--- src/rtl/key_counter_pkg.sv ---
// Shared definitions for the debounced up/down key counter.
package key_counter_pkg;

    localparam int unsigned COUNT_W                 = 4;
    localparam int unsigned DEFAULT_DEBOUNCE_CYCLES = 500000;

    typedef logic [1:0] deb_state_t;

    localparam deb_state_t RELEASED     = 2'd0;
    localparam deb_state_t PRESS_WAIT   = 2'd1;
    localparam deb_state_t HELD         = 2'd2;
    localparam deb_state_t RELEASE_WAIT = 2'd3;

    function automatic logic [COUNT_W-1:0] clamp_to_max(
        input logic [COUNT_W-1:0] value,
        input logic [COUNT_W-1:0] max_value
    );
        return (value > max_value) ? max_value : value;
    endfunction

endpackage

--- src/rtl/key_debouncer.sv ---
// Two-flop synchroniser plus debounce FSM for one active-low pushbutton;
// emits a single-cycle press pulse when a press is accepted.
module key_debouncer
    import key_counter_pkg::*;
#(
    parameter int unsigned DEBOUNCE_CYCLES = DEFAULT_DEBOUNCE_CYCLES
) (
    input  logic clk_i,
    input  logic rst_i,
    input  logic key_n_i,
    output logic press_o
);

    localparam int unsigned      CNT_W    = $clog2(DEBOUNCE_CYCLES + 1);
    localparam logic [CNT_W-1:0] CNT_DONE = CNT_W'(DEBOUNCE_CYCLES);

    logic [1:0]       sync_q;
    deb_state_t       state_q, state_d;
    logic [CNT_W-1:0] cnt_q, cnt_d;
    logic             press_q, press_d;
    logic             pressed;
    logic [CNT_W-1:0] cnt_inc;

    // Inversion after synchronisation keeps the flops at 1 while released.
    assign pressed = ~sync_q[1];
    assign cnt_inc = cnt_q + CNT_W'(1);

    always_comb begin
        state_d = state_q;
        cnt_d   = cnt_q;
        press_d = 1'b0;
        case (state_q)
            RELEASED: begin
                if (pressed) begin
                    state_d = PRESS_WAIT;
                    cnt_d   = CNT_W'(1);
                end
            end
            PRESS_WAIT: begin
                if (!pressed) begin
                    state_d = RELEASED;
                    cnt_d   = '0;
                end else if (cnt_inc == CNT_DONE) begin
                    state_d = HELD;
                    cnt_d   = '0;
                    press_d = 1'b1;
                end else begin
                    cnt_d = cnt_inc;
                end
            end
            HELD: begin
                if (!pressed) begin
                    state_d = RELEASE_WAIT;
                    cnt_d   = CNT_W'(1);
                end
            end
            RELEASE_WAIT: begin
                if (pressed) begin
                    state_d = HELD;
                    cnt_d   = '0;
                end else if (cnt_inc == CNT_DONE) begin
                    state_d = RELEASED;
                    cnt_d   = '0;
                end else begin
                    cnt_d = cnt_inc;
                end
            end
            default: begin
                state_d = RELEASED;
                cnt_d   = '0;
            end
        endcase
    end

    always_ff @(posedge clk_i or posedge rst_i) begin
        if (rst_i) begin
            sync_q  <= '1;
            state_q <= RELEASED;
            cnt_q   <= '0;
            press_q <= 1'b0;
        end else begin
            sync_q  <= {sync_q[0], key_n_i};
            state_q <= state_d;
            cnt_q   <= cnt_d;
            press_q <= press_d;
        end
    end

    assign press_o = press_q;

endmodule

--- src/rtl/key_counter_4bit.sv ---
// Debounced up/down counter with wrap at MAX_VALUE and a synchronous preset;
// Q drives the binary-to-BCD display stage.
module key_counter_4bit
    import key_counter_pkg::*;
#(
    parameter int unsigned DEBOUNCE_CYCLES = DEFAULT_DEBOUNCE_CYCLES,
    parameter int unsigned MAX_VALUE       = 15
) (
    input  logic               CLOCK_50,
    input  logic               RESET,
    input  logic               KEY_UP_N,
    input  logic               KEY_DOWN_N,
    input  logic               LOAD,
    input  logic [COUNT_W-1:0] LOAD_VALUE,
    output logic [COUNT_W-1:0] Q,
    output logic               STEP,
    output logic               WRAP
);

    localparam logic [COUNT_W-1:0] MAX_C = COUNT_W'(MAX_VALUE);

    logic               up_press;
    logic               down_press;
    logic [COUNT_W-1:0] q_q, q_d;
    logic               step_q, step_d;
    logic               wrap_q, wrap_d;

    key_debouncer #(
        .DEBOUNCE_CYCLES(DEBOUNCE_CYCLES)
    ) u_up_debouncer (
        .clk_i   (CLOCK_50),
        .rst_i   (RESET),
        .key_n_i (KEY_UP_N),
        .press_o (up_press)
    );

    key_debouncer #(
        .DEBOUNCE_CYCLES(DEBOUNCE_CYCLES)
    ) u_down_debouncer (
        .clk_i   (CLOCK_50),
        .rst_i   (RESET),
        .key_n_i (KEY_DOWN_N),
        .press_o (down_press)
    );

    always_comb begin
        q_d    = q_q;
        step_d = 1'b0;
        wrap_d = 1'b0;
        if (LOAD) begin
            q_d = clamp_to_max(LOAD_VALUE, MAX_C);
        end else if (up_press != down_press) begin
            step_d = 1'b1;
            if (up_press) begin
                // >= also recovers an out-of-range count by wrapping to 0.
                if (q_q >= MAX_C) begin
                    q_d    = '0;
                    wrap_d = 1'b1;
                end else begin
                    q_d = q_q + COUNT_W'(1);
                end
            end else begin
                if (q_q == '0) begin
                    q_d    = MAX_C;
                    wrap_d = 1'b1;
                end else begin
                    q_d = q_q - COUNT_W'(1);
                end
            end
        end
    end

    always_ff @(posedge CLOCK_50 or posedge RESET) begin
        if (RESET) begin
            q_q    <= '0;
            step_q <= 1'b0;
            wrap_q <= 1'b0;
        end else begin
            q_q    <= q_d;
            step_q <= step_d;
            wrap_q <= wrap_d;
        end
    end

    assign Q    = q_q;
    assign STEP = step_q;
    assign WRAP = wrap_q;

endmodule

--- config.mk ---
export PLATFORM = sky130hd
export DESIGN_NAME = key_counter_4bit
export DESIGN_NICKNAME = d
export VERILOG_FILES = /design/src/rtl/key_counter_pkg.sv /design/src/rtl/key_debouncer.sv /design/src/rtl/key_counter_4bit.sv
export SDC_FILE = /design/constraint.sdc
export NUM_CORES = 1
export LEC_CHECK = 0
export CAP_MARGIN = 20
export CORE_UTILIZATION = 44
export CTS_CLUSTER_SIZE = 25
export DETAILED_ROUTE_END_ITERATION = 8
export HOLD_SLACK_MARGIN = 0.12
export PLACE_DENSITY = 0.6
export SYNTH_ARGS = -nofsm -noshare
export SYNTH_HDL_FRONTEND = slang
export SYNTH_HIERARCHICAL = 1
export SYNTH_SLANG_ARGS = --single-unit
--- constraint.sdc ---
create_clock -name CLOCK_50 -period 2.8 [get_ports CLOCK_50]
set_input_delay 0.28 -clock CLOCK_50 [delete_from_list [all_inputs] [get_ports CLOCK_50]]
set_output_delay 0.28 -clock CLOCK_50 [all_outputs]
set_load 0.02 [all_outputs]
Word level (Yosys, flattened, before mapping)
Cells that the tools add are included.
Widths: inputs -> output; s select.
{"block": "op_classes", "addsub": 4, "order_cmp": 2, "eq_ne": 17, "mux": 45, "n_reduce_logical": 8}
{"op": "$mux 19", "n": 10}
{"op": "$pmux 19 s4", "n": 2}
{"op": "$add 19x1->19 const B", "n": 2}
{"op": "$eq 19x19->1 const B", "n": 2}
{"op": "$mux 2", "n": 12}
{"op": "$mux 4", "n": 6}
{"op": "$pmux 2 s4", "n": 2}
{"op": "$mux 1", "n": 13}
{"op": "$eq 2x2->1 const B", "n": 4}
{"op": "$reduce_and 4->1", "n": 2}
{"op": "$ne 3x1->1 const B", "n": 2}
{"op": "$ne 3x3->1 const B", "n": 2}
{"op": "$add 4x1->4 const B", "n": 1}
{"op": "$eq 2x1->1 const B", "n": 2}
{"op": "$ge 4x4->1 const B", "n": 1}
{"op": "$gt 4x4->1 const B", "n": 1}
{"op": "$logic_not 2->1", "n": 2}
{"op": "$logic_not 4->1", "n": 1}
{"op": "$ne 2x1->1 const B", "n": 2}
{"op": "$ne 2x2->1 const B", "n": 2}
{"op": "$reduce_and 2->1", "n": 2}
{"op": "$sub 4x1->4 const B", "n": 1}
{"op": "$reduce_bool 2->1", "n": 1}
{"op": "$ne 1x1->1", "n": 1}
{"block": "word_totals", "ff_bits": 54, "in_bits": 9, "out_inout_bits": 6, "word_cells": 87}

Longest topological paths before layout
Gate-level depths: netlist of run 1.
{"block": "logic_depth", "depth_word": 5, "ltp_mapped": 8, "mapped_depth_nobuf": 8}

By module
The synthesis of run 1 kept the hierarchy.
{"mod": "key_debouncer", "n_inst": 2, "cells_per_inst": 180, "area_each_um2": 1579.0, "seq_area_each_um2": 603.1}
{"mod": "key_counter_4bit", "n_inst": 1, "cells_per_inst": 52, "area_each_um2": 432.9, "seq_area_each_um2": 150.1}

Worst setup path after synthesis of run 1
Ideal clock, no wire load.
{"block": "synth_path", "kind": "register -> register", "start": "reg u_down_debouncer.cnt_q[0]", "end": "reg u_down_debouncer.cnt_q[8]", "t_arrival_ns": 2.287, "required_ns": 2.674, "path_slack_ns": 0.387, "stages_incl_launch_ff": 9, "synth_period_minus_slack_ns": 2.413, "path_cell_list": "dfrtp_1 -> ha_1 -> and3_1 -> nand2_1 -> nor4_1 -> o2111ai_1 -> nor4_4 -> nor2_2 -> a311o_1"}
{"block": "synth_via", "elab_chain_cells": 5, "elab_cells_between_ends": 6, "classes_between": "1 x add/sub; 1 x eq/ne; 4 x mux"}
{"element": "start, declared", "line": "key_debouncer.sv:19", "rtl": "logic [CNT_W-1:0] cnt_q, cnt_d;"}
{"element": "start signal, assigned", "line": "key_debouncer.sv:84", "rtl": "cnt_q <= cnt_d;"}
{"element": "$add 19x1->19 *", "line": "key_debouncer.sv:26", "rtl": "assign cnt_inc = cnt_q + CNT_W'(1);"}
{"element": "$eq 19x19->1", "line": "key_debouncer.sv:43, key_debouncer.sv:61"}
{"element": "$mux 19 *", "line": "key_debouncer.sv:43, key_debouncer.sv:61"}
{"element": "$mux 19 (on tied branches)", "line": "key_debouncer.sv:58, key_debouncer.sv:40"}
{"element": "$pmux 19 s4 *", "line": "key_debouncer.sv:32", "rtl": "case (state_q)"}
Mark *: on every way between the ends. The rest lies on a longest branch, timed or not.
A chain may end at the register's enable or synchronous reset.

Worst setup path after layout of run 1
{"block": "layout_path", "start": "reg u_up_debouncer.cnt_q[0]", "end": "reg u_up_debouncer.cnt_q[8]"}
{"block": "layout_via", "elab_chain_cells": 5, "elab_cells_between_ends": 6, "classes_between": "1 x add/sub; 1 x eq/ne; 4 x mux"}
{"element": "start, declared", "line": "key_debouncer.sv:19"}
{"element": "start signal, assigned", "line": "key_debouncer.sv:84"}
{"element": "$add 19x1->19 *", "line": "key_debouncer.sv:26"}
{"element": "$eq 19x19->1", "line": "key_debouncer.sv:43, key_debouncer.sv:61"}
{"element": "$mux 19 *", "line": "key_debouncer.sv:43, key_debouncer.sv:61"}
{"element": "$mux 19 (on tied branches)", "line": "key_debouncer.sv:58, key_debouncer.sv:40"}
{"element": "$pmux 19 s4 *", "line": "key_debouncer.sv:32"}
Marked as above.

==> impl_summary.md, run 1 <==
Timing
For this run, the top clock speed supported by timing is 0.3867 GHz. Setup repair after global routing left no endpoint under its margin. After layout, the worst path uses between 90 and 100% of the clock period.

The number of hold violations in the final report was 0. The clock period minus worst slack is 2.586 ns. The sum of negative setup slack is 0 ns. The final hold slack is 0.2695 ns. For the final database, setup skew stands at about 0.0083 ns. The worst max-slew margin expressed relative to the limit is 38.53%. The actual slew at the worst max-slew pin is between 0.9 and 1 ns.

The max-slew violation count was 0. Setup violations remaining at the end of the flow were counted as 0.

Synthesis
The most instantiated library cell after synthesis is sky130_fd_sc_hd__nand2_1. The synthesis-stage register bit count is 54. The average size of a mapped cell is 8.716 µm². The warning count from the yosys run is 6. In the synthesized netlist the async set-or-reset flop fraction comes to 100.0%. The number of synthesized flops with an enable pin is 0.

After synthesis, the netlist uses 53 different library cells. The multiplexer area fraction after synthesis is less than 1%. The post-synthesis instance total is 412. Synthesis produced a netlist with a net count of 427.

Ranked by instance count, the synthesized netlist is headed by sky130_fd_sc_hd__nand2_1, sky130_fd_sc_hd__dfrtp_1, sky130_fd_sc_hd__nor2_1. In the synthesized netlist the dominant register cell turns out to be sky130_fd_sc_hd__dfrtp_1. The synthesized design spends more area on one cell type than any other, namely sky130_fd_sc_hd__dfrtp_1.

The adder and majority cell fraction of the synthesized area is between 2 and 2.5%. The sequential-to-total area share from yosys stat is 37.77%. The mapped netlist covers 0.003591 mm². The xor/xnor share of the synthesized area is approximately 4.4%. The fraction of the mapped netlist area in compound gates is between 20 and 25%. The area fraction in and, or, nand and nor cells after synthesis is 30.17%.

The main combinational cell family by area after synthesis is simple AND/OR/NAND/NOR gates. The top cell type's share of synthesized area is 34.84%. Yosys attributes the largest share of cell area to sky130_fd_sc_hd__dfrtp_1, sky130_fd_sc_hd__nand2_1, sky130_fd_sc_hd__xnor2_1.

Setup path
The critical path ends at u_up_debouncer/cnt_q[8]. The class of the most critical setup path is reg -> reg. The critical path runs through a total of 9 cells. The reg-to-reg startpoint is u_up_debouncer/cnt_q[0]. Along the worst path, the maximum fanout reaches 8. For flop-to-flop paths, the worst setup slack is around 0.21 ns. Data on the critical path is required at its endpoint by about 3.0 ns. The endpoint of the worst-slack reg-to-reg timing path is u_up_debouncer/cnt_q[8]. The worst setup path is captured at a flop.

Tracing the worst setup path back leads to its startpoint at u_up_debouncer/cnt_q[0]. The worst-path cell with the longest stage delay is sky130_fd_sc_hd__dfrtp_2. The dominant delay contributor by cell family on the critical path is simple AND/OR/NAND/NOR gates. For this run, the slowest stage of the critical path takes 0.43 ns.

The arrival time of the worst setup path is 2.78 ns. The cell depth of the worst flop-to-flop path is 9. The buffers plus inverters on the worst setup path is 1. The worst setup path is launched from a flop. Walking the worst path, the cells encountered are ha_1 > and3_1 > nand4_1 > xnor2_1 > a211o_1 > nor4_4 > buf_4 > nor2_2 > a311o_1.

Global route
The global routing's busiest layer is met1. Global routing consumed, on the met2 layer, a little under a third of the routing resources. The initial antenna violation count was 0.

The global-route track usage on met1 is 35.25%. The met3 global-route usage is ~2.7%. Global routing used 22.17% of the available tracks.

The first global-routing pass estimated 15.21 mm of wire. The maximum number of pins on one net before global-route repair is 25. The number of global-route vias before repair is 2941. The final global-route overflow total is 0.

Clock network
CTS built an H-tree with a depth of 2. The clock tree from TritonCTS is yes. CTS placed an instance of sky130_fd_sc_hd__clkbuf_8 at the clock tree root.

The number of buffers inserted during clock tree synthesis is 5. Clock-pin slew was measured on the worst setup and hold paths at ~0.1 ns. The buffer depth of the longest clock path is 2. The number of clock sinks seen by CTS is 54. The later pin in the worst-skew pair is clocked with a latency of between 0.3 and 0.4 ns.

Final layout
The post-route netlist has 15.95% of its cells at a drive strength greater than 1. The post-layout instance area is slightly above 0.004 mm². The final cell count without fillers is 541.

From synthesis to final layout, the design area changed by 14.46%. After the last flow step, the layout net total stands at ~450. The number of antenna diodes is 0.

Drt
The DRC violations left is 0. The first detailed-routing pass ran for 5 iterations. The per-cell via count in the routed design is approximately 6. After detailed routing, the average wire length per cell comes to between 15 and 20 µm. The final antenna-violating net count is 0. For this block, the via count after detailed routing is approximately 3200. The first routing iteration left 323 violations. Summed over all layers, the routed wires come to a little under 9 mm.

Run status
The flow ran to the end, and the final reports show no timing, DRC or antenna violations.

Placement
The half-perimeter wire length after detailed placement is about 6.3 mm. The final estimated routing congestion in global placement is 0.8945. The cell count after placement is about 530.

Input and output buffers added on the ports amount to 14. Once placement finished, the instance area stood at a little under 0.004 mm².

Die
The number of top-level pins is 15. From bottom edge to top edge, the die measures ~90 µm. Once the floorplan was initialized, standard cells occupied 45.99% of the core. In this run the standard cell core region covers about 0.0078 mm². The floorplan step set the die width to 92.34 µm. The number of placement rows is 32. The area of the die is 0.008527 mm².

Pwr
In this run the static leakage power is roughly 0.0018 µW. The overall power consumption is 1455 µW. The worst-case IR drop observed on VDD is about 0.00019 V. In this run the power density over the cells is roughly 350 mW/mm².

Flow run
The total of max-cap violations is 0.

Min path
The type of the worst min-delay path is in -> async.
[placed cells by master (no fill, tap or decap), drive strengths merged, types with 3 or more instances in the layout]
cell	count
o31ai	13
buf	33
a21oi	10
or4	4
nand3	16
a311o	4
o31a	4
a31oi	11
xnor2	16
nand3b	3
o21a	4
dfrtp	50
nor3b	4
o2111ai	4
clkbuf	6
nand2	52
inv	14
dfstp	4
ha	6
nor3	19
and2	8
nand4	16
nor2	23
a21o	8
a211o	8
nand2b	5
o21ai	16
clkdlybuf4s50	14
and3	13
nor4	18
[power breakdown]
part | total, µW | internal [µW] | switching [µW]
sequential | 843 | 803 | 39.6
clock | 444 | 177 | 267
combinational | 168 | 72.4 | 95.9
total | 1460 | 1050 | 402
[registers in the layout, summed over array words and instances, names as in the netlist, named ones only]
register	cells
u_down_debouncer/press_o	1
u_down_debouncer/state_q	1
Q	4
STEP	1
u_up_debouncer/cnt_q	19
u_up_debouncer/state_q	1
u_up_debouncer/press_o	1
WRAP	1
u_down_debouncer/sync_q	2
u_up_debouncer/sync_q	2
u_down_debouncer/cnt_q	19
[per-layer routing]
metal  routed length, µm  share of wire (%)  up-vias
li1                    -                  -     1590
met1                4655                 53     1525
met2                3671                 42       93
met3                 450                5.1        5
met4                  54               0.61        0
met5                   0                  0        -
[per-stage QoR]
step / utilization (%) / setup WS, ns
3_5_place_dp: 50.95 / 0.1152
2_1_floorplan: - / 0.3866
5_1_grt: 52.64 / 0.01341
3_3_place_gp: 50.95 / 0.1698
4_1_cts: 52.05 / 0.08487
6_report: 52.64 / 0.2139
[final cells by class]
| class | instances | area [µm²] |
|---|---|---|
| Clock buffer | 6 | 72.57 |
| Clock inverter | 2 | 13.76 |
| Fill cell | 756 | 3697 |
| Inverter | 14 | 52.55 |
| Multi-Input combinational cell | 316 | 2092 |
| Sequential cell | 54 | 1364 |
| Tap cell | 102 | 127.6 |
| Timing Repair Buffer | 47 | 387.9 |
[worst reg2reg max path, stage by stage (launching register included)]
cell,delay (ns)
sky130_fd_sc_hd__dfrtp_2,0.43
sky130_fd_sc_hd__ha_1,0.21
sky130_fd_sc_hd__and3_1,0.23
sky130_fd_sc_hd__nand4_1,0.19
sky130_fd_sc_hd__xnor2_1,0.17
sky130_fd_sc_hd__a211o_1,0.29
sky130_fd_sc_hd__nor4_4,0.32
sky130_fd_sc_hd__buf_4,0.21
sky130_fd_sc_hd__nor2_2,0.06
sky130_fd_sc_hd__a311o_1,0.37
[cells by family (layout without fill, tap and decap cells)]
logic type	after synthesis	after routing
compound gates	101	101
mux	2	2
buf+inv	42	69
xor+xnor	18	18
flops	54	54
fa+ha+maj	6	6
simple gates	189	189
[timing repair]
action                     4_1_cts  5_1_grt
setup endpoints to repair        0       15
gates resized for setup          0       11
hold buffers                     0        0
setup buffers                    0        1
[worst min path at each step]
| stage | cells after the start | end | slack [ns] | from |
|---|---|---|---|---|
| after floorplan | 1 | Q[0] | 0.07 | RESET |
| after global routing | 2 | Q[2] | 0.29 | RESET |
| after detailed placement | 0 | u_down_debouncer/sync_q[1] | 0.35 | u_down_debouncer/sync_q[0] |
| after CTS | 2 | Q[3] | 0.28 | RESET |
| after global placement | 0 | u_down_debouncer/sync_q[1] | 0.35 | u_down_debouncer/sync_q[0] |
| final | 2 | WRAP | 0.27 | RESET |
(Power assumes the default switching activity.)
==> run 2: changes to the inputs <==
--- a/config.mk
+++ b/config.mk
@@ -10,7 +10,7 @@
 export CTS_CLUSTER_SIZE = 25
 export DETAILED_ROUTE_END_ITERATION = 8
 export HOLD_SLACK_MARGIN = 0.12
-export PLACE_DENSITY = 0.6
+export PLACE_DENSITY = 0.69
 export SYNTH_ARGS = -nofsm -noshare
 export SYNTH_HDL_FRONTEND = slang
 export SYNTH_HIERARCHICAL = 1
==> run 2 against run 1 <==
Hold slack got worse by 0.030 ns. Largest power group unchanged. Critical path depth fell by 1. Clock skew rose by 0.0096 ns. Sequential share of layout area rose by 0.43 points.
==> impl_summary.md, run 2 (synthesis results as in run 1) <==
Run status
Outcome: complete, no violations (unchanged).

Global route
The global-route usage over all layers is 21.57% (was 22.17%). The final global-route overflow total was 0 (unchanged). The wire length of the first global-routing pass came to 14.95 mm (was 15.21 mm). The initial antenna violation count is 0 (unchanged). The maximum number of pins on one net before global-route repair is 25 (unchanged). The number of global-route vias before repair was 3137 (was 2941).

Setup path
The cell that appears most often on the critical path is sky130_fd_sc_hd__a211o_1. Cells along the critical path: nand4_4 > nor4_1 > nand2b_1 > a211o_1 > nor4_4 > buf_4 > nor3_1 > a211o_1 (was ha_1 > and3_1 > nand4_1 > xnor2_1 > a211o_1 > nor4_4 > buf_4 > nor2_2 > a311o_1). The delay of the slowest critical-path stage is 0.52 ns (was 0.43 ns). The worst-path cell with the longest stage delay is sky130_fd_sc_hd__dfrtp_1 (was sky130_fd_sc_hd__dfrtp_2). The setup slack of the worst register-to-register path is 0.13 ns (was 0.21 ns). The class of the most critical setup path is reg -> reg (unchanged). The endpoint of the worst-slack reg-to-reg timing path was u_up_debouncer/cnt_q[17] (was u_up_debouncer/cnt_q[8]).

The kind of capture point of the worst setup path is a flop (unchanged). The maximum fanout along the worst path is 8 (unchanged). The reg-to-reg startpoint is u_up_debouncer/cnt_q[6] (was u_up_debouncer/cnt_q[0]).

The data required time at the worst endpoint is 2.98 ns (was 3.00 ns). The critical path startpoint category is a flop (unchanged). The arrival time of the worst setup path is 2.85 ns (was 2.78 ns).

The cell depth of the worst flop-to-flop path was 8 (was 9).

Final layout
The area growth from synthesis to layout is 13.21% (was 14.46%). The net count reported at finish is 448 (was 453). The share of layout cells above drive strength 1 is 14.75% (was 15.95%). The leading cell type in the layout, fill and taps excluded is sky130_fd_sc_hd__nand2_1 (unchanged). The count of filler cells inserted in the layout is 725 (was 756). Commonest non-fill, non-tap cells in the layout: sky130_fd_sc_hd__nand2_1, sky130_fd_sc_hd__dfrtp_1, sky130_fd_sc_hd__buf_4 (unchanged). The number of antenna diodes is 0 (unchanged).

Clock network
The clock-pin slew reported for the worst setup and hold paths after clock tree synthesis is 0.10 ns (about the same). The clock tree from TritonCTS is yes (unchanged). The number of clock sinks seen by CTS is 54 (unchanged). The buffer depth of the longest clock path is 2 (unchanged). The clock latency on the worst-skew pair is 0.31 ns (about the same).

The number of levels in the clock H-tree is 2 (unchanged). The quantity of hold-fixing buffers added after cts is 0 (unchanged). The number of buffers inserted during clock tree synthesis is 5 (unchanged). The cell at the root of the clock tree is sky130_fd_sc_hd__clkbuf_8 (unchanged).

Timing
The sum of negative setup slack is 0 ns (unchanged). The clock period minus worst slack came to 2.666 ns (was 2.586 ns). Unrepaired setup endpoints after global routing: no (unchanged). The worst setup skew after layout is 0.01796 ns (was 0.008324 ns).

The worst max-slew margin expressed relative to the limit was 36.65% (was 38.53%). The final clock period utilization by the worst path is 95.23% (was 92.36%). The total setup violations reported at the end of the flow is 0 (unchanged). The fmax came to 0.3750 GHz (was 0.3867 GHz). The actual slew at the worst max-slew pin is 0.9492 ns (was 0.9210 ns).

The max-slew violation count is 0 (unchanged). The number of hold violations in the final report is 0 (unchanged).

Min path
The type of the worst min-delay path is in -> async (unchanged).

Drt
The routed wirelength normalized by instance count is 16.00 µm (was 16.32 µm). The per-cell via count in the routed design is 6.004 (was 5.939). The number of DRC markers in iteration 0 is 214 (was 323). The DRC violations left was 0 (unchanged). The final antenna-violating net count was 0 (unchanged). The routed via count is 3218 (was 3213).

The final wirelength was 8.575 mm (was 8.831 mm). The detailed-router iteration count before antenna repair is 4 (was 5).

Die
The x dimension of the die is 92.34 µm (unchanged). The overall die height is 92.34 µm (unchanged). The area of the die is 0.008527 mm² (unchanged). The number of placement rows was 32 (unchanged). The number of top-level pins is 15 (unchanged).

The initial core utilization is 45.99% (unchanged). The core area was 0.007807 mm² (unchanged).

Pwr
The switching share of total power came to 26.91% (was 27.63%). The power density over the cells came to 351.8 mW/mm² (was 354.0 mW/mm²). The maximum vdd ir drop came to 0.0001917 V (was 0.0001861 V).

The sequential power share came to 58.9% (was 57.9%). The internal power of the cells is 1045 µW (was 1053 µW). The leakage dissipation is 0.001718 µW (was 0.001750 µW). The overall power consumption is 1430 µW (was 1455 µW). The power share of the combinational group is 11.2% (was 11.6%). The clock share of power came to 29.9% (was 30.5%).

The net load switching power is 384.8 µW (was 402.1 µW).

Placement
The half-perimeter wire length after detailed placement was 6.174 mm (was 6.291 mm). The number of input and output port buffers inserted is 14 (unchanged). The final estimated routing congestion in global placement is 0.8790 (was 0.8945).

Flow run
The total of max-cap violations came to 0 (unchanged).
## run 2: through the flow
stage          hold slack [ns]  cells  cell area (µm²)  utilization (%)  setup WS [ns]
3_5_place_dp            0.3475    525             3929            50.32        0.08220
5_1_grt                 0.2534    536             4065            52.07       0.004626
6_report                0.2399    536             4065            52.07         0.1336
4_1_cts                 0.2414    533             4011            51.38        0.07025
2_1_floorplan          0.07096    412             3591                -         0.3866
3_3_place_gp            0.3468    524             3918            50.18         0.1438
## run 2: layout make-up
class | instances | area [µm²] | share of cell area, %
multi-input cells | 316 | 2082 | 51.22
flip-flops and latches | 54 | 1366 | 33.61
repair buffers | 42 | 354.1 | 8.710
well taps | 102 | 127.6 | 3.139
clock buffers | 6 | 72.57 | 1.785
inverters | 14 | 52.55 | 1.293
clock inverters | 2 | 10.01 | 0.2462
## run 2: what timing repair did
| item | CTS | global route |
|---|---|---|
| setup endpoints to repair | 0 | 11 |
| buffers inserted | 0 | 3 |
| resized for setup | 0 | 11 |
## run 2: worst max-delay path by stage
| stage | from | to | slack (ns) |
|---|---|---|---|
| 2_1_floorplan | u_down_debouncer/cnt_q[0] | u_down_debouncer/cnt_q[8] | 0.39 |
| 3_3_place_gp | u_up_debouncer/cnt_q[0] | u_up_debouncer/cnt_q[16] | 0.14 |
| 3_5_place_dp | u_down_debouncer/cnt_q[1] | u_down_debouncer/cnt_q[15] | 0.08 |
| 4_1_cts | u_up_debouncer/cnt_q[0] | u_up_debouncer/cnt_q[15] | 0.07 |
| 5_1_grt | u_up_debouncer/cnt_q[10] | u_up_debouncer/cnt_q[17] | 0.005 |
| 6_report | u_up_debouncer/cnt_q[6] | u_up_debouncer/cnt_q[17] | 0.13 |
## run 2: routing by layer
layer / vias to the layer above / global-route usage [%] / part of all wire (%)
met4: 0 / 6.771 / 0.99
met1: 1572 / 29.96 / 49
met2: 57 / 34.44 / 47
met3: 8 / 3.366 / 3.2
li1: 1581 / - / -
met5: - / 0 / 0
## run 2: power by group through the flow
stage | Sequential (µW) | Combinational, µW | Clock [µW]
final | 843 | 160 | 427
after global routing | 848 | 182 | 480
after CTS | 840 | 162 | 446
after detailed placement | 855 | 161 | 0
after global placement | 853 | 157 | 0
after floorplan | 849 | 106 | 0
## run 2: critical path, delay by kind of cell, from the launching register on
kind                   cells  cell delay, ns
AOI/OAI and AO/OA          2            0.65
buffers and inverters      1            0.22
DFF                        1            0.52
and+or+nand+nor            5            1.15
